==> src/rtl/fetch_stage.sv <==
// RV32 instruction fetch: owns the PC, issues in-order word reads, buffers
// responses for the decoder and squashes stale fetches on execute redirects.
module fetch_stage #(
  parameter int          INSTRUCTON_WIDTH = 32,
  parameter logic [31:0] RESET_PC         = 32'h0000_0000,
  parameter int          FIFO_DEPTH       = 2
) (
  input  logic                        clk,
  input  logic                        rst,
  output logic                        imem_req_valid,
  input  logic                        imem_req_ready,
  output logic [31:0]                 imem_addr,
  input  logic                        imem_rsp_valid,
  input  logic [INSTRUCTON_WIDTH-1:0] imem_rsp_data,
  input  logic                        redirect_valid,
  input  logic [31:0]                 redirect_pc,
  output logic                        instr_valid,
  input  logic                        instr_ready,
  output logic [INSTRUCTON_WIDTH-1:0] instruction,
  output logic [31:0]                 instr_pc
);
  localparam int AW = $clog2(FIFO_DEPTH);
  localparam int CW = AW + 1;
  localparam logic [CW:0]   DEPTH_W = (CW+1)'(FIFO_DEPTH);
  localparam logic [CW-1:0] FULL_W  = CW'(FIFO_DEPTH);

  logic [31:0]                 pc;
  logic [CW-1:0]               inflight;
  logic [CW-1:0]               drop;
  logic [CW-1:0]               count;
  logic [CW-1:0]               inflight_next;
  logic [CW:0]                 occupancy;
  logic [AW-1:0]               pq_wr;
  logic [AW-1:0]               pq_rd;
  logic [AW-1:0]               fq_wr;
  logic [AW-1:0]               fq_rd;
  logic [31:0]                 pq_pc   [FIFO_DEPTH];
  logic [INSTRUCTON_WIDTH-1:0] fq_data [FIFO_DEPTH];
  logic [31:0]                 fq_pc   [FIFO_DEPTH];
  logic                        accept;
  logic                        push;
  logic                        pop;

  // Credit: every in-flight request already owns a future buffer slot.
  assign occupancy      = {1'b0, inflight} + {1'b0, count};
  assign imem_req_valid = !rst && !redirect_valid && (occupancy < DEPTH_W);
  assign imem_addr      = pc;
  assign accept         = imem_req_valid && imem_req_ready;
  assign push           = imem_rsp_valid && !redirect_valid && (drop == '0);
  assign pop            = instr_valid && instr_ready;
  assign inflight_next  = inflight + CW'(accept) - CW'(imem_rsp_valid);

  assign instr_valid = (count != '0);
  assign instruction = instr_valid ? fq_data[fq_rd] : '0;
  assign instr_pc    = instr_valid ? fq_pc[fq_rd] : '0;

  always_ff @(posedge clk) begin
    if (rst) begin
      pc       <= RESET_PC;
      inflight <= '0;
      drop     <= '0;
      count    <= '0;
      pq_wr    <= '0;
      pq_rd    <= '0;
      fq_wr    <= '0;
      fq_rd    <= '0;
    end else begin
      inflight <= inflight_next;
      if (accept) begin
        pc    <= pc + 32'd4;
        pq_wr <= pq_wr + AW'(1);
      end
      // The PC queue advances on every response, kept or dropped.
      if (imem_rsp_valid) pq_rd <= pq_rd + AW'(1);
      if (redirect_valid) begin
        pc    <= {redirect_pc[31:2], 2'b00};
        drop  <= inflight_next;
        count <= '0;
        fq_wr <= '0;
        fq_rd <= '0;
      end else begin
        if (imem_rsp_valid && (drop != '0)) drop <= drop - CW'(1);
        if (push) fq_wr <= fq_wr + AW'(1);
        if (pop)  fq_rd <= fq_rd + AW'(1);
        count <= count + CW'(push) - CW'(pop);
      end
    end
  end

  always_ff @(posedge clk) begin
    if (accept) pq_pc[pq_wr] <= pc;
    if (push) begin
      fq_data[fq_wr] <= imem_rsp_data;
      fq_pc[fq_wr]   <= pq_pc[pq_rd];
    end
  end

  always_ff @(posedge clk) begin
    if (!rst) assert (!(push && (count == FULL_W)));
  end
endmodule

==> config.mk <==
export PLATFORM = sky130hd
export DESIGN_NAME = fetch_stage
export DESIGN_NICKNAME = d
export VERILOG_FILES = /design/src/rtl/fetch_stage.sv
export SDC_FILE = /design/constraint.sdc
export NUM_CORES = 1
export LEC_CHECK = 0
export ABC_CLOCK_PERIOD_IN_PS = 4500
export BUFFER_PORTS_ARGS = -buffer_cell sky130_fd_sc_hd__buf_2
export CAP_MARGIN = 15
export CORE_MARGIN = 4
export CORE_UTILIZATION = 55
export CTS_CLUSTER_DIAMETER = 120
export DETAILED_ROUTE_END_ITERATION = 8
export GPL_TIMING_DRIVEN = 0
export HOLD_SLACK_MARGIN = 0.08
export MAX_ROUTING_LAYER = met4
export PLACE_DENSITY = 0.77
export SETUP_SLACK_MARGIN = 0.2
export SLEW_MARGIN = 5
export SYNTH_ARGS = -nofsm -noshare
export SYNTH_HDL_FRONTEND = slang
export SYNTH_SLANG_ARGS = --single-unit
==> constraint.sdc <==
create_clock -name clk -period 4.5 [get_ports clk]
set_input_delay 0.225 -clock clk [delete_from_list [all_inputs] [get_ports clk]]
set_output_delay 0.225 -clock clk [all_outputs]
set_load 0.05 [all_outputs]
==> results.sh, run 1 <==
export IMPL_p_leak_nw=4.37
export IMPL_syn_area_sq_um=9160
export IMPL_htreeDepth=1
export IMPL_fin_skew_ps=11.6
export IMPL_total_power_mw=4.84
export IMPL_ant_nets=0
export IMPL_cts_tree="done"
export IMPL_area_growth_syn_to_layout_pct=27.8
export IMPL_avgRoutedWirePerCell_um=18.4
export IMPL_reg2reg_depth=13
export IMPL_power_per_cell_area_nw_per_um2=413
export IMPL_wirelength_um=21000
export IMPL_async_flop_share_pct=0
export IMPL_maxCapViolCount=0
export IMPL_rows=46
export IMPL_ioPinCount=168
export IMPL_synthDistinctLibCells=48
export IMPL_arrival_ps=4240
export IMPL_holdPathStages=4
export IMPL_drive_gt1_share_pct=26.3
export IMPL_drt_iter0_markers=331
export IMPL_whs_endpoint="imem_addr[13]"
export IMPL_timing_rr_start="count[0]"
export IMPL_grt_usage_pct=22.5
export IMPL_synth_top_area_share_pct=60.3
export IMPL_r2r_end="drop[1]"
export IMPL_numPortBuffers=160
export IMPL_fillCellCount=1021
export IMPL_cts_resized=0
export IMPL_cp_max_fo=10
export IMPL_post_route_period_util_pct=85.6
export IMPL_gp_congestion=0.926
export IMPL_slew_viol_final=0
export IMPL_worstSetupStartpointType="register"
export IMPL_final_cell_mix="edfxtp_1, buf_2, nor2_1"
export IMPL_final_common_cell="edfxtp_1"
export IMPL_avgSynthCellArea_sq_um=14.0
export IMPL_drc_errors=0
export IMPL_clock_sinks=226
export IMPL_end_kind="register"
export IMPL_grt_max_degree=33
export IMPL_yosys_top_cells_area="edfxtp_1, dfxtp_1, mux2i_1, mux2_2, nor2_1"
export IMPL_critPathKind="reg2reg"
export IMPL_max_slew_margin_pct=36.6
export IMPL_grt_antenna_before_repair=0
export IMPL_ff2ff_setup_slack_ps=650
export IMPL_ctsLongestPathBuffers=3
export IMPL_hold_viol=0
export IMPL_initial_core_util_pct=56.9
export IMPL_viasPerCell=5.45
export IMPL_yosysTopAreaCell="edfxtp_1"
export IMPL_synth_edf_count=184
export IMPL_synth_seq_cells=226
export IMPL_ir_worst_vdd_uv=238
export IMPL_dieHeight_um=137
export IMPL_yosysWarnings=0
export IMPL_design_core_area_sq_um=16100
export IMPL_cts_clk_slew_worst_paths_ps=70
export IMPL_num_antenna_cells=0
export IMPL_worst_slack_ps=649
export IMPL_setup_violations=0
export IMPL_gr_total_overflow=0
export IMPL_period_needed_ps=3850
export IMPL_dp_slack_ps=757
export IMPL_first_pass_iters=5
export IMPL_hold_class="in2reg"
export IMPL_grt_pass1_vias=6382
export IMPL_grt_pass1_wl_um=32100
export IMPL_dieArea_sq_um=18800
export IMPL_die_x_um=137
export IMPL_cts_buffers=22
export IMPL_layout_nets=989
export IMPL_root_buffer="clkbuf_16"
export IMPL_synthFlopType="edfxtp_1"
export IMPL_required_ps=4890
export IMPL_min_from="redirect_pc[13]"
export IMPL_hpwl_um=13900
export IMPL_hold_buffers=62
export IMPL_post_cts_repair_setup_buffers=0
export IMPL_rsz0062_at_grt="no"
export IMPL_yosysSeqAreaShare_pct=69.5
export IMPL_fmax_mhz=260
export IMPL_insertion_delay_ps=490
export IMPL_vias=6221
export IMPL_worstMarginPinSlew_ps=943
export IMPL_postSynthCellCount=656
export IMPL_status="complete, no violations"
==> flip-flops by register name, summed over array words and instances (netlist names), named ones only <==
register	flops
fq_data	64
drop	2
count	2
fq_wr	1
fq_rd	1
imem_addr	30
inflight	2
pq_wr	1
pq_rd	1
pq_pc	60
fq_pc	60
==> cells in the mapped netlist, drive strengths merged, types with 8 or more instances <==
cell,count
inv,18
xnor2,13
nand4,13
nand2,14
nor2,91
dfxtp,42
edfxtp,184
mux2,32
nand3,14
buf,8
nor3,10
mux2i,64
o21ai,10
a21oi,31
clkbuf,27
and2,8
==> through the flow <==
stage | cells | utilization (%) | hold WS (ps) | setup TNS (ps) | cell area (sq um)
2_1_floorplan | 659 | - | 324 | 0 | 9180
3_3_place_gp | 1035 | 63.6 | 413 | -116330 | 10200
3_5_place_dp | 1042 | 64.4 | 416 | 0 | 10400
4_1_cts | 1142 | 72.7 | 84.9 | 0 | 11700
5_1_grt | 1142 | 72.7 | 116 | 0 | 11700
6_report | 1142 | 72.7 | 100 | 0 | 11700
==> layer usage <==
layer / routed length (um) / track usage [%]
met1: 8390 / 26.7
met5: 0 / -
met3: 1480 / 3.46
met4: 623 / 8.31
met2: 10600 / 39.1
==> power breakdown <==
part	internal, mW	switching [mW]	total (mW)
clock	1.07	0.727	1.80
sequential	2.37	0.0581	2.43
combinational	0.206	0.405	0.611
==> worst max-delay path: stages, from the launching register on <==
cell,delay (ps)
dfxtp_1,360
and2_1,150
fa_1,410
or4_4,580
nor2_1,240
clkinv_1,370
clkbuf_1,400
ha_1,380
inv_1,40
ha_1,170
xor2_1,170
xnor2_1,150
nor2_1,80
a22o_1,230
==> how the worst max path moves through the flow <==
stage	start	endpoint	slack, ps	cells after the start
after floorplan	inflight[0]	pq_pc[0][10]	720	7
after global placement	redirect_valid	fq_data[1][28]	-860	4
after detailed placement	inflight[0]	drop[1]	760	13
after CTS	count[0]	drop[1]	720	13
after global routing	count[0]	drop[1]	440	13
final	count[0]	drop[1]	650	13
==> layout make-up <==
class,count,area (sq um),share of cell area [%]
flip-flops and latches,226,6370,54.4
multi-input cells,379,2610,22.3
repair buffers,229,1520,13.0
clock inverters,8,65.1,0.556
well taps,216,270,2.31
inverters,19,71.3,0.609
plain buffers,35,149,1.27
clock buffers,30,653,5.58
==> cells by family after synthesis <==
kind of cell | count (synthesis) | synth area share (%)
xor+xnor | 20 | 1.91
flops | 226 | 69.5
fa+ha+maj | 7 | 1.04
buf+inv | 54 | 2.40
simple gates | 180 | 9.39
mux | 96 | 10.9
other cells | 1 | 0.0409
compound gates | 72 | 4.82
No activity file was read; power rests on OpenSTA's default activity.
==> inputs of run 2 (changes only) <==
--- a/config.mk
+++ b/config.mk
@@ -5,17 +5,17 @@
 export SDC_FILE = /design/constraint.sdc
 export NUM_CORES = 1
 export LEC_CHECK = 0
-export ABC_CLOCK_PERIOD_IN_PS = 4500
+export ABC_CLOCK_PERIOD_IN_PS = 4700
 export BUFFER_PORTS_ARGS = -buffer_cell sky130_fd_sc_hd__buf_2
 export CAP_MARGIN = 15
 export CORE_MARGIN = 4
-export CORE_UTILIZATION = 55
+export CORE_UTILIZATION = 60
 export CTS_CLUSTER_DIAMETER = 120
 export DETAILED_ROUTE_END_ITERATION = 8
 export GPL_TIMING_DRIVEN = 0
 export HOLD_SLACK_MARGIN = 0.08
 export MAX_ROUTING_LAYER = met4
-export PLACE_DENSITY = 0.77
+export PLACE_DENSITY = 0.83
 export SETUP_SLACK_MARGIN = 0.2
 export SLEW_MARGIN = 5
 export SYNTH_ARGS = -nofsm -noshare
==> constraint.sdc (replaced) <==
create_clock -name clk -period 4.7 [get_ports clk]
set_input_delay 0.235 -clock clk [delete_from_list [all_inputs] [get_ports clk]]
set_output_delay 0.235 -clock clk [all_outputs]
set_load 0.05 [all_outputs]
==> results.sh, run 2 (synthesized netlist as in run 1, its figures left out) <==
export IMPL_met3_length_um=1730
export IMPL_htreeDepth=1
export IMPL_worst_slack_ps=762
export IMPL_hpwl_um=14300
export IMPL_insertion_delay_ps=500
export IMPL_status="complete, no violations"
export IMPL_gr_total_overflow=0
export IMPL_seq_area_sq_um=6370
export IMPL_drt_iter0_markers=634
export IMPL_ioPinCount=168
export IMPL_worstMarginPinSlew_ps=1110
export IMPL_rsz0062_at_grt="no"
export IMPL_whs_endpoint="imem_addr[24]"
export IMPL_drive_gt1_share_pct=26.8
export IMPL_fillCellCount=838
export IMPL_die_x_um=132
export IMPL_initial_core_util_pct=62.1
export IMPL_setup_violations=0
export IMPL_post_cts_repair_setup_buffers=0
export IMPL_num_antenna_cells=0
export IMPL_reg2reg_depth=13
export IMPL_hold_viol=0
export IMPL_slew_viol_final=0
export IMPL_final_cell_mix="edfxtp_1, buf_2, nor2_1"
export IMPL_first_pass_iters=5
export IMPL_grt_pass1_wl_um=35700
export IMPL_timing_rr_start="count[0]"
export IMPL_layout_nets=982
export IMPL_numPortBuffers=160
export IMPL_timing_hold_ws_ps=97.8
export IMPL_ctsLongestPathBuffers=3
export IMPL_cts_clk_slew_worst_paths_ps=60
export IMPL_post_route_period_util_pct=83.8
export IMPL_clock_sinks=226
export IMPL_fin_skew_ps=14.3
export IMPL_dieHeight_um=132
export IMPL_worstSetupStartpointType="register"
export IMPL_drc_errors=0
export IMPL_largest_reg_flops=64
export IMPL_holdPathStages=4
export IMPL_hold_class="in2reg"
export IMPL_vias=6419
export IMPL_p_leak_nw=4.38
export IMPL_ir_worst_vdd_uv=313
export IMPL_cp_max_fo=10
export IMPL_largest_register="fq_data"
export IMPL_critPathKind="reg2reg"
export IMPL_fmax_mhz=254
export IMPL_ff2ff_setup_slack_ps=760
export IMPL_cts_buffers=22
export IMPL_max_slew_margin_pct=25.8
export IMPL_top_layer_used="met4"
export IMPL_rows=44
export IMPL_postPlaceCellArea_sq_um=10300
export IMPL_grt_pass1_vias=6735
export IMPL_maxCapViolCount=0
export IMPL_grt_max_degree=33
export IMPL_dp_slack_ps=853
export IMPL_total_power_mw=4.77
export IMPL_root_buffer="clkbuf_16"
export IMPL_design_core_area_sq_um=14800
export IMPL_dieArea_sq_um=17300
export IMPL_power_per_cell_area_nw_per_um2=408
export IMPL_ant_nets=0
export IMPL_min_from="redirect_pc[24]"
export IMPL_end_kind="register"
export IMPL_viasPerCell=5.81
export IMPL_r2r_end="drop[1]"
export IMPL_met2_length_um=11100
export IMPL_grt_usage_pct=26.0
export IMPL_period_needed_ps=3940
export IMPL_avgRoutedWirePerCell_um=20.1
export IMPL_final_common_cell="edfxtp_1"
export IMPL_gp_congestion=0.949
export IMPL_fin_tns_setup_ps=0
export IMPL_grt_antenna_before_repair=0
export IMPL_cts_tree="done"
export IMPL_multi_input_area_sq_um=2610
export IMPL_required_ps=5080
export IMPL_area_growth_syn_to_layout_pct=27.4
export IMPL_wl_met1_um=8830
export IMPL_wirelength_um=22200
export IMPL_arrival_ps=4310
export IMPL_top_regs="fq_data x64, fq_pc x60, pq_pc x60"
export IMPL_post_route_cell_area_sq_um=11700
[run 2: where the power goes]
part | switching (mW) | leakage [nW] | internal [mW]
Clock | 0.722 | 0.388 | 1.13
Sequential | 0.0575 | 2.04 | 2.27
Combinational | 0.392 | 1.95 | 0.195
Total | 1.17 | 4.38 | 3.60
[run 2: worst max-delay path, cell delays in order (launching register included)]
cell	delay, ps
dfxtp_1	360
and2_1	150
fa_1	410
or4_4	580
nor2_1	260
clkinv_1	350
clkbuf_1	400
ha_1	390
inv_1	40
ha_1	180
xor2_1	200
xnor2_1	160
nor2_1	80
a22o_1	250
[run 2: stage by stage]
| step | utilization (%) | instances |
|---|---|---|
| finish | 79.1 | 1105 |
| global placement | 69.2 | 1003 |
| global route | 79.1 | 1105 |
| CTS | 79.1 | 1105 |
| detailed placement | 69.9 | 1008 |
| floorplan | - | 659 |
[run 2: metal layers]
layer	vias to the layer above	global-route usage, %
li1	2910	-
met1	3123	32.1
met2	336	43.4
met3	50	5.05
met4	0	9.04
met5	-	-
[run 2: how the worst max path moves through the flow]
| stage | slack [ps] | end | cells past startpoint | startpoint |
|---|---|---|---|---|
| after floorplan | 920 | pq_pc[0][10] | 7 | inflight[0] |
| after global placement | -640 | fq_data[1][22] | 4 | redirect_valid |
| after detailed placement | 850 | drop[1] | 13 | count[0] |
| after CTS | 820 | drop[1] | 13 | count[0] |
| after global routing | 610 | drop[1] | 13 | count[0] |
| final | 760 | drop[1] | 13 | count[0] |
[run 2: cell type report]
cell class | instances | share of cell area (%)
clock inverter | 10 | 0.857
multi-input combinational | 379 | 22.4
timing repair buffer | 222 | 12.5
tap | 184 | 1.97
sequential | 226 | 54.5
clock buffer | 30 | 5.87
inverter | 19 | 0.611
buffer | 35 | 1.28
[run 2: timing repair]
| item | CTS | global route |
|---|---|---|
| endpoints found under the setup margin | 0 | 0 |
| hold endpoints to repair | 90 | 0 |
| hold buffers | 57 | 0 |
| resized for setup | 0 | 0 |
